## config.mk

```make
export PLATFORM = sky130hd
export DESIGN_NAME = led_pattern_gen
export DESIGN_NICKNAME = d
export VERILOG_FILES = /design/src/rtl/led_pkg.sv /design/src/rtl/led_pattern_gen_channel.sv /design/src/rtl/led_pattern_gen.sv
export SDC_FILE = /design/constraint.sdc
export NUM_CORES = 1
export LEC_CHECK = 0
export CAP_MARGIN = 10
export CORE_MARGIN = 1
export CORE_UTILIZATION = 45
export CTS_BUF_LIST = sky130_fd_sc_hd__clkbuf_4 sky130_fd_sc_hd__clkbuf_8
export DETAILED_ROUTE_END_ITERATION = 10
export PLACE_DENSITY = 0.66
export SLEW_MARGIN = 20
export SYNTH_ARGS = -nofsm -noshare
export SYNTH_HDL_FRONTEND = slang
export SYNTH_SLANG_ARGS = --single-unit
```

## constraint.sdc

```tcl
create_clock -name clk -period 2.7 [get_ports clk]
set_input_delay 0.54 -clock clk [delete_from_list [all_inputs] [get_ports clk]]
set_output_delay 0.54 -clock clk [all_outputs]
set_load 0.03 [all_outputs]
```

## src/rtl/led_pkg.sv

```systemverilog
// Shared types and helpers for the multi-channel LED pattern generator.
// Optional breathing PWM is enabled by defining LED_BREATHE_EN.
package led_pkg;

  // Per-channel config fields are held at this fixed width so the struct can
  // live in the package. Upper bits above PER_BITS/PWM_BITS stay zero and are pruned.
  localparam int LED_FIELD_W = 16;

  typedef enum logic [1:0] {
    MODE_OFF   = 2'd0,
    MODE_ON    = 2'd1,
    MODE_BLINK = 2'd2,
    MODE_PWM   = 2'd3
  } led_mode_e;

  typedef enum logic {
    DIR_UP   = 1'b0,
    DIR_DOWN = 1'b1
  } breathe_dir_e;

  typedef struct packed {
    led_mode_e              mode;
    logic [LED_FIELD_W-1:0] period;
    logic [LED_FIELD_W-1:0] duty;
  } led_cfg_t;

  function automatic int presc_terminal(input int clk_hz, input int tick_hz);
    return (clk_hz / tick_hz) - 1;
  endfunction

endpackage

```

## src/rtl/led_pattern_gen_channel.sv

```systemverilog
// One LED channel: config registers, blink phase counter, output level and,
// when LED_BREATHE_EN is defined, the breathing duty FSM.
module led_channel
  import led_pkg::*;
#(
  parameter int PER_BITS = 10,
  parameter int PWM_BITS = 8
) (
  input  logic                clk,
  input  logic                rst,
  input  logic                tick,
  input  logic [PWM_BITS-1:0] pwm_cnt,
  input  logic                wr_en,
  input  led_cfg_t            wr_cfg,
  output logic                level
);

  led_cfg_t               cfg_q, cfg_d;
  logic [PER_BITS-1:0]    cnt_q, cnt_d;
  logic                   level_q, level_d;
  logic [LED_FIELD_W-1:0] blink_last;

`ifdef LED_BREATHE_EN
  localparam logic [LED_FIELD_W-1:0] DUTY_MAX = LED_FIELD_W'((1 << PWM_BITS) - 1);

  breathe_dir_e        dir_q, dir_d;
  logic [PER_BITS-1:0] step_q, step_d;
  logic                step_up;
`endif

  // A period of zero behaves as one tick per half-cycle.
  assign blink_last = (cfg_q.period == '0) ? '0 : cfg_q.period - LED_FIELD_W'(1);

  always_comb begin
    cfg_d   = cfg_q;
    cnt_d   = cnt_q;
    level_d = level_q;
`ifdef LED_BREATHE_EN
    dir_d   = dir_q;
    step_d  = step_q;
    step_up = 1'b0;
`endif
    if (wr_en) begin
      // A write restarts the channel's phase; any tick in this cycle is dropped.
      cfg_d   = wr_cfg;
      cnt_d   = '0;
      level_d = 1'b0;
`ifdef LED_BREATHE_EN
      dir_d   = DIR_UP;
      step_d  = '0;
`endif
    end else begin
      case (cfg_q.mode)
        MODE_OFF: level_d = 1'b0;
        MODE_ON:  level_d = 1'b1;
        MODE_BLINK: begin
          if (tick) begin
            if (LED_FIELD_W'(cnt_q) == blink_last) begin
              cnt_d   = '0;
              level_d = ~level_q;
            end else begin
              cnt_d = cnt_q + PER_BITS'(1);
            end
          end
        end
        MODE_PWM: begin
          level_d = (LED_FIELD_W'(pwm_cnt) < cfg_q.duty);
`ifdef LED_BREATHE_EN
          if (tick && (cfg_q.period != '0)) begin
            if (LED_FIELD_W'(step_q) == cfg_q.period - LED_FIELD_W'(1)) begin
              step_d  = '0;
              // Reverse at either end even if the start duty sits on the rail.
              step_up = ((dir_q == DIR_UP) && (cfg_q.duty != DUTY_MAX)) ||
                        ((dir_q == DIR_DOWN) && (cfg_q.duty == '0));
              if (step_up) begin
                cfg_d.duty = cfg_q.duty + LED_FIELD_W'(1);
                dir_d      = (cfg_d.duty == DUTY_MAX) ? DIR_DOWN : DIR_UP;
              end else begin
                cfg_d.duty = cfg_q.duty - LED_FIELD_W'(1);
                dir_d      = (cfg_d.duty == '0) ? DIR_UP : DIR_DOWN;
              end
            end else begin
              step_d = step_q + PER_BITS'(1);
            end
          end
`endif
        end
        default: level_d = 1'b0;
      endcase
    end
  end

  always_ff @(posedge clk) begin
    if (rst) begin
      cfg_q   <= '0;
      cnt_q   <= '0;
      level_q <= 1'b0;
`ifdef LED_BREATHE_EN
      dir_q   <= DIR_UP;
      step_q  <= '0;
`endif
    end else begin
      cfg_q   <= cfg_d;
      cnt_q   <= cnt_d;
      level_q <= level_d;
`ifdef LED_BREATHE_EN
      dir_q   <= dir_d;
      step_q  <= step_d;
`endif
    end
  end

  assign level = level_q;

endmodule

```

## src/rtl/led_pattern_gen.sv

```systemverilog
// Multi-channel LED driver: shared tick prescaler, shared PWM counter, config
// address decode and output polarity. Define LED_BREATHE_EN for breathing PWM.
module led_pattern_gen
  import led_pkg::*;
#(
  parameter int CLK_HZ         = 27000000,
  parameter int TICK_HZ        = 1000,
  parameter int NUM_CH         = 6,
  parameter int PER_BITS       = 10,
  parameter int PWM_BITS       = 8,
  parameter int LED_ACTIVE_LOW = 1,
  localparam int CH_W          = (NUM_CH > 1) ? $clog2(NUM_CH) : 1
) (
  input  logic                clk,
  input  logic                rst,
  input  logic                cfg_valid,
  output logic                cfg_ready,
  input  logic [CH_W-1:0]     cfg_ch,
  input  logic [1:0]          cfg_mode,
  input  logic [PER_BITS-1:0] cfg_period,
  input  logic [PWM_BITS-1:0] cfg_duty,
  output logic                tick_o,
  output logic [NUM_CH-1:0]   led
);

  localparam int PRESC_TERM = presc_terminal(CLK_HZ, TICK_HZ);
  localparam int PRESC_W    = (PRESC_TERM > 0) ? $clog2(PRESC_TERM + 1) : 1;

  logic [PRESC_W-1:0]  presc_q, presc_d;
  logic                tick_q, tick_d;
  logic [PWM_BITS-1:0] pwm_q, pwm_d;
  logic [NUM_CH-1:0]   led_q, led_d;
  logic [NUM_CH-1:0]   level;
  logic                wr_fire;
  led_cfg_t            wr_cfg;

  assign cfg_ready = ~rst;
  assign wr_fire   = cfg_valid & cfg_ready;

  always_comb begin
    wr_cfg.mode   = led_mode_e'(cfg_mode);
    wr_cfg.period = LED_FIELD_W'(cfg_period);
    wr_cfg.duty   = LED_FIELD_W'(cfg_duty);
  end

  always_comb begin
    tick_d  = (presc_q == PRESC_W'(PRESC_TERM));
    presc_d = tick_d ? '0 : presc_q + PRESC_W'(1);
    pwm_d   = pwm_q + PWM_BITS'(1);
    led_d   = (LED_ACTIVE_LOW != 0) ? ~level : level;
  end

  // Channel indices at or above NUM_CH match no channel, so those writes vanish.
  for (genvar gi = 0; gi < NUM_CH; gi++) begin : g_ch
    logic wr_en;
    assign wr_en = wr_fire && (cfg_ch == CH_W'(gi));

    led_channel #(
      .PER_BITS (PER_BITS),
      .PWM_BITS (PWM_BITS)
    ) u_ch (
      .clk     (clk),
      .rst     (rst),
      .tick    (tick_q),
      .pwm_cnt (pwm_q),
      .wr_en   (wr_en),
      .wr_cfg  (wr_cfg),
      .level   (level[gi])
    );
  end

  always_ff @(posedge clk) begin
    if (rst) begin
      presc_q <= '0;
      tick_q  <= 1'b0;
      pwm_q   <= '0;
      led_q   <= (LED_ACTIVE_LOW != 0) ? '1 : '0;
    end else begin
      presc_q <= presc_d;
      tick_q  <= tick_d;
      pwm_q   <= pwm_d;
      led_q   <= led_d;
    end
  end

  assign tick_o = tick_q;
  assign led    = led_q;

endmodule
```

# After elaboration in Yosys (flattened, before gate mapping)
# Cells that the tools add are included.
# word_totals
reg_bits	216
wordCells	173
# op_classes
n_addsub	14
order_cmp	6
n_eq_ne	42
muxes	30
bitwise_logic	9
reduce_logical	38
# op_table
op	count
10-bit by 16-bit == test with 1-bit output	6
16-bit logical NOT	6
16-bit two-way mux	6
10-bit by 1-bit subtractor with 11-bit output, second input constant	6
10-bit by 1-bit adder with 10-bit output, second input constant	6
10-bit two-way mux	6
8-bit < comparator	6
2-bit == test, second input constant	12
1-bit case mux with 4 select lines	6
2-bit AND reduction	12
15-bit by 1-bit adder with 15-bit output, second input constant	1
15-bit == test, second input constant	1
2-bit OR reduction	7
2-bit by 1-bit == test with 1-bit output, second input constant	6
2-bit logical NOT	6
1-bit two-way mux	12
2-bit by 1-bit inequality test with 1-bit output, second input constant	6
2-bit inequality test, second input constant	6
8-bit by 1-bit adder with 8-bit output, second input constant	1
1-bit inverter	7
3-bit by 2-bit == test with 1-bit output, second input constant	2
3-bit == test, second input constant	2
1-bit logical AND	6
6-bit inverter	1
3 further kinds	3

# Depth between registers and ports, before layout
# logic_depth
word_depth	6
mapped_depth	11

# Cells and area by module
# A second synthesis with hierarchy kept.
# unflattened
cells_unflattened	1723
hier_area_um2	15377.2
# by_module_without_submodules
module	instances	cells_each	area_each_um2	seq_area_each_um2
led_channel	6	265	2363.5	900.9
led_pattern_gen	1	133	1196.1	600.6

# Worst setup path after synthesis
# No wires, ideal clock.
# synth_timing
path_type	register to register
start	register g_ch[5].u_ch.cfg_q[16] (netlist bit)
end	register g_ch[5].u_ch.cnt_q[2]
t_arrival_ns	2.795
required_time_ns	2.575
slack_ns	-0.220
stages_incl_launch_ff	11
period_less_slack_ns	2.920
path_cell_list	dfxtp_1 inv_1 ha_1 or4b_1 or4_1 xnor2_1 o41ai_1 nor3_1 or3_1 o21ai_2 nor2_1
# synth_via
elab_chain_len	4
elab_cells_between_ends	5
classes_between	add/sub (1); eq/ne (1); mux (2); reduce/logical (1)
# synth_lines
item	line	source
start: declaration	led_pattern_gen_channel.sv:18	led_cfg_t cfg_q, cfg_d;
start signal: assignment	led_pattern_gen_channel.sv:103	cfg_q <= cfg_d;
10-bit by 1-bit subtractor with 11-bit output / 16-bit logical NOT (equally long branches)	led_pattern_gen_channel.sv:32	assign blink_last = (cfg_q.period == '0) ? '0 : cfg_q.period - LED_FIELD_W'(1);
16-bit two-way mux *	led_pattern_gen_channel.sv:32	
10-bit by 16-bit == test with 1-bit output *	led_pattern_gen_channel.sv:58	if (LED_FIELD_W'(cnt_q) == blink_last) begin
10-bit two-way mux *	led_pattern_gen_channel.sv:58	
end signal: assignment	led_pattern_gen_channel.sv:104	cnt_q <= cnt_d;
end: declaration	led_pattern_gen_channel.sv:19	logic [PER_BITS-1:0] cnt_q, cnt_d;
# Mark *: on every way between the ends. The rest lies on a longest branch, timed or not.
# A chain may end at the register's enable or synchronous reset.

# Worst setup path after layout
# layout_timing
start	register g_ch[0].u_ch.cfg_q[21] (netlist bit)
end	register g_ch[0].u_ch.cnt_q[9]
# layout_via
elab_chain_len	4
elab_cells_between_ends	5
classes_between	add/sub (1); eq/ne (1); mux (2); reduce/logical (1)
# layout_lines
item	line
start: declaration	led_pattern_gen_channel.sv:18
start signal: assignment	led_pattern_gen_channel.sv:103
10-bit by 1-bit subtractor with 11-bit output / 16-bit logical NOT (equally long branches)	led_pattern_gen_channel.sv:32
16-bit two-way mux *	led_pattern_gen_channel.sv:32
10-bit by 16-bit == test with 1-bit output *	led_pattern_gen_channel.sv:58
10-bit two-way mux *	led_pattern_gen_channel.sv:58
end signal: assignment	led_pattern_gen_channel.sv:104
end: declaration	led_pattern_gen_channel.sv:19
# Marked as above.

==> flow_summary.toml <==
[run_status]
run_status = "finished with violations"
violations = "negative setup slack"

[critical_path]
worst-r2r-setup-slack_ns = -0.19
worstPathCellList = "or4_4 -> or4_1 -> a221o_1 -> a2111oi_4 -> nand4_1 -> or3_4 -> o21ai_4 -> nor2_1"
cp.arrival_ns = 3.31
worstReg2RegStart = "g_ch[0].u_ch.cfg_q[21]"
critPathTopFamily = "simple AND/OR/NAND/NOR gates"
reg2reg_to = "g_ch[0].u_ch.cnt_q[9]"
crit_type = "reg -> reg"
cp_max_fo = 8
start_kind = "flop"
cpMaxStageDelayCell = "or4_4"
crit_path_end_kind = "flop"
slowest_delay_ns = 0.54
critical_path.n_buffers_inverters = 0
reg2regPathDepth = 8
required_ns = 3.12

[timing]
slew_violations = 0
min_period_over_period = 1.07
fin_crit_ns = 2.89
fin_ws_ns = -0.195
setup_viol = 19
slew_headroom = 0.492
fmax_mhz = 345
tightest_slew_ns = 0.755
finalSetupTns_ns = -1.99
clock-skew-final_ns = 0.0287
hold_viol = 0
rsz0062_at_grt = "yes"

[detailed_routing]
first_pass_iters = 6
via_per_inst = 5.43
drtIter0Drc = 664
wl_per_cell_um = 15.5
drc = 0
vias = 11079
antenna_left = 0
drt-total-wl_mm = 31.6

[die]
rows = 60
die_h_um = 168
die_w_um = 168
ioPinCount = 34
die_area_mm2 = 0.0281
start_util = 0.458
core_mm2 = 0.0270

[placement]
gp_congestion = 0.876
dp_hpwl_mm = 22.1
placed_cell_area_mm2 = 0.0135
port_buffers = 33
place_ws_ns = -0.231
placedCellCount = 1958

[clock_tree]
numClockSinks = 216
htreeDepth = 2
clk_latency_ns = 0.56
cts_tree = "done"
cts.clk_slew.worst_paths_ns = 0.06
clockBufferDepth = 3
cts_made_buffers = 40
cts_root_buf = "clkbuf_8"

[finish]
antenna_cells = 0
fin_area_mm2 = 0.0147
mostFrequentLayoutCells = "nand2_1, dfxtp_1, nor2_1"
multiInputGateArea_mm2 = 0.00769
fillers = 2508
register_area_mm2 = 0.00433
drive_above_1_share = 0.140
area_growth_pct = 18.9
layout.cells.most_common = "nand2_1"
layout.nets = 1757
final_cell_count_no_fill = 2039

[global_route]
gr-usage-met3 = 0.0303
grt_pass1_wl_mm = 52.0
met1_usage = 0.313
grt_usage = 0.226
grt-ovfl-total = 0
grt_max_degree = 55
grt_pass1_vias = 10345
grtUsageMet2 = 0.365
antenna_found_initial = 0
busiest_layer = "met2"

[run]
drv_cap = 0

[hold_path]
hold_depth = 1
hold_start = "g_ch[1].u_ch.level"
holdCritPathClass = "reg -> reg"
worstHoldEndpoint = "led[1]"

[logic_synthesis]
synth-main-ff-cell = "dfxtp_1"
synth_edf_count = 0
synth_area_per_cell_um2 = 7.88
synthArstFlopShare = 0
ys_seq_area_frac = 0.350
yosysWarnings = 0
syn_nets = 1656
netlist_area_mm2 = 0.0124
ys_types = 75
synth-seq-cells = 216
syn_inst = 1568

[power_and_ir_drop]
ir_drop_uv = 380
power.leakage_nw = 5.87
powerDensity_mw_per_mm2 = 511
finalPower_mw = 7.51
-- how the worst max path moves through the flow --
stage / cells after the start / to / slack (ns) / startpoint
final: 8 / g_ch[0].u_ch.cnt_q[9] / -0.19 / g_ch[0].u_ch.cfg_q[21]
after floorplan: 9 / g_ch[0].u_ch.cnt_q[2] / -0.14 / g_ch[0].u_ch.cfg_q[21]
after detailed placement: 10 / g_ch[0].u_ch.cnt_q[2] / -0.23 / g_ch[0].u_ch.cfg_q[17]
after global placement: 10 / g_ch[0].u_ch.cnt_q[9] / -0.24 / g_ch[0].u_ch.cfg_q[16]
after global routing: 8 / g_ch[0].u_ch.cnt_q[9] / -0.27 / g_ch[0].u_ch.cfg_q[21]
after CTS: 8 / g_ch[0].u_ch.cnt_q[9] / -0.21 / g_ch[0].u_ch.cfg_q[21]
-- power breakdown --
part | switching, mW | internal, mW
sequential | 0.0304 | 3.22
combinational | 0.462 | 0.389
clock | 1.41 | 2.00
-- synth_stat cells (11+ instances only) --
master / count / share of area
dfxtp_1: 216 / 0.35
nand2b_1: 15 / 0.0076
nand3b_1: 13 / 0.0079
clkbuf_1: 64 / 0.019
ha_1: 62 / 0.063
nand2_1: 220 / 0.067
nor3_1: 26 / 0.011
nor2_1: 202 / 0.061
nand3_1: 61 / 0.025
xnor2_1: 41 / 0.029
and3_1: 28 / 0.014
mux2i_1: 77 / 0.062
o211ai_1: 11 / 0.0067
or3_1: 11 / 0.0056
or2_2: 11 / 0.0056
inv_1: 67 / 0.020
a21o_1: 14 / 0.0085
o21ai_0: 46 / 0.019
xor2_1: 68 / 0.048
nand4_1: 13 / 0.0066
nor4_1: 24 / 0.012
nor2b_1: 17 / 0.0086
a21oi_1: 120 / 0.049
-- cell type report --
type,instances,share of cell area
Multi-Input combinational cell,1209,0.524
Sequential cell,216,0.295
Tap cell,341,0.0291
Clock buffer,60,0.0516
Clock inverter,11,0.00801
Inverter,67,0.0171
Timing Repair Buffer,135,0.0757
-- state kept, by name (all words and copies together) (netlist names) --
register         count
g_ch.u_ch.cnt_q     60
g_ch.u_ch.cfg_q    120
presc_q             15
led                  6
pwm_q                8
g_ch.u_ch.level      6
tick_o               1
-- what timing repair did --
item / CTS / global route
pin swaps: 9 / 17
buffers inserted: 5 / 5
hold buffers: 0 / 0
resized for setup: 12 / 36
setup endpoints to repair: 17 / 54
-- metal layers --
| layer | share of wire | wire length (um) | vias to the layer above |
|---|---|---|---|
| met5 | 0 | 0 | - |
| met4 | 0.023 | 727 | 0 |
| met3 | 0.045 | 1410 | 52 |
| met2 | 0.45 | 14100 | 232 |
| met1 | 0.49 | 15300 | 5166 |
| li1 | - | - | 5629 |
-- kinds of logic (layout without fill, tap and decap cells) --
kind of cell    after synthesis  in the layout  synth area share
mux                          77             77            0.0624
fa+ha+maj                    62             62            0.0628
buf+inv                     143            273            0.0461
flops                       216            216             0.350
simple gates                691            691             0.266
xor+xnor                    110            110            0.0791
compound gates              269            269             0.134
-- per-stage QoR --
| step | util | hold WS [ns] |
|---|---|---|
| 6_report | 0.545 | 0.413 |
| 5_1_grt | 0.545 | 0.424 |
| 4_1_cts | 0.537 | 0.403 |
| 3_5_place_dp | 0.502 | 0.401 |
| 3_3_place_gp | 0.502 | 0.397 |
| 2_1_floorplan | - | 0.358 |
Power figures use the tool's default switching activity.
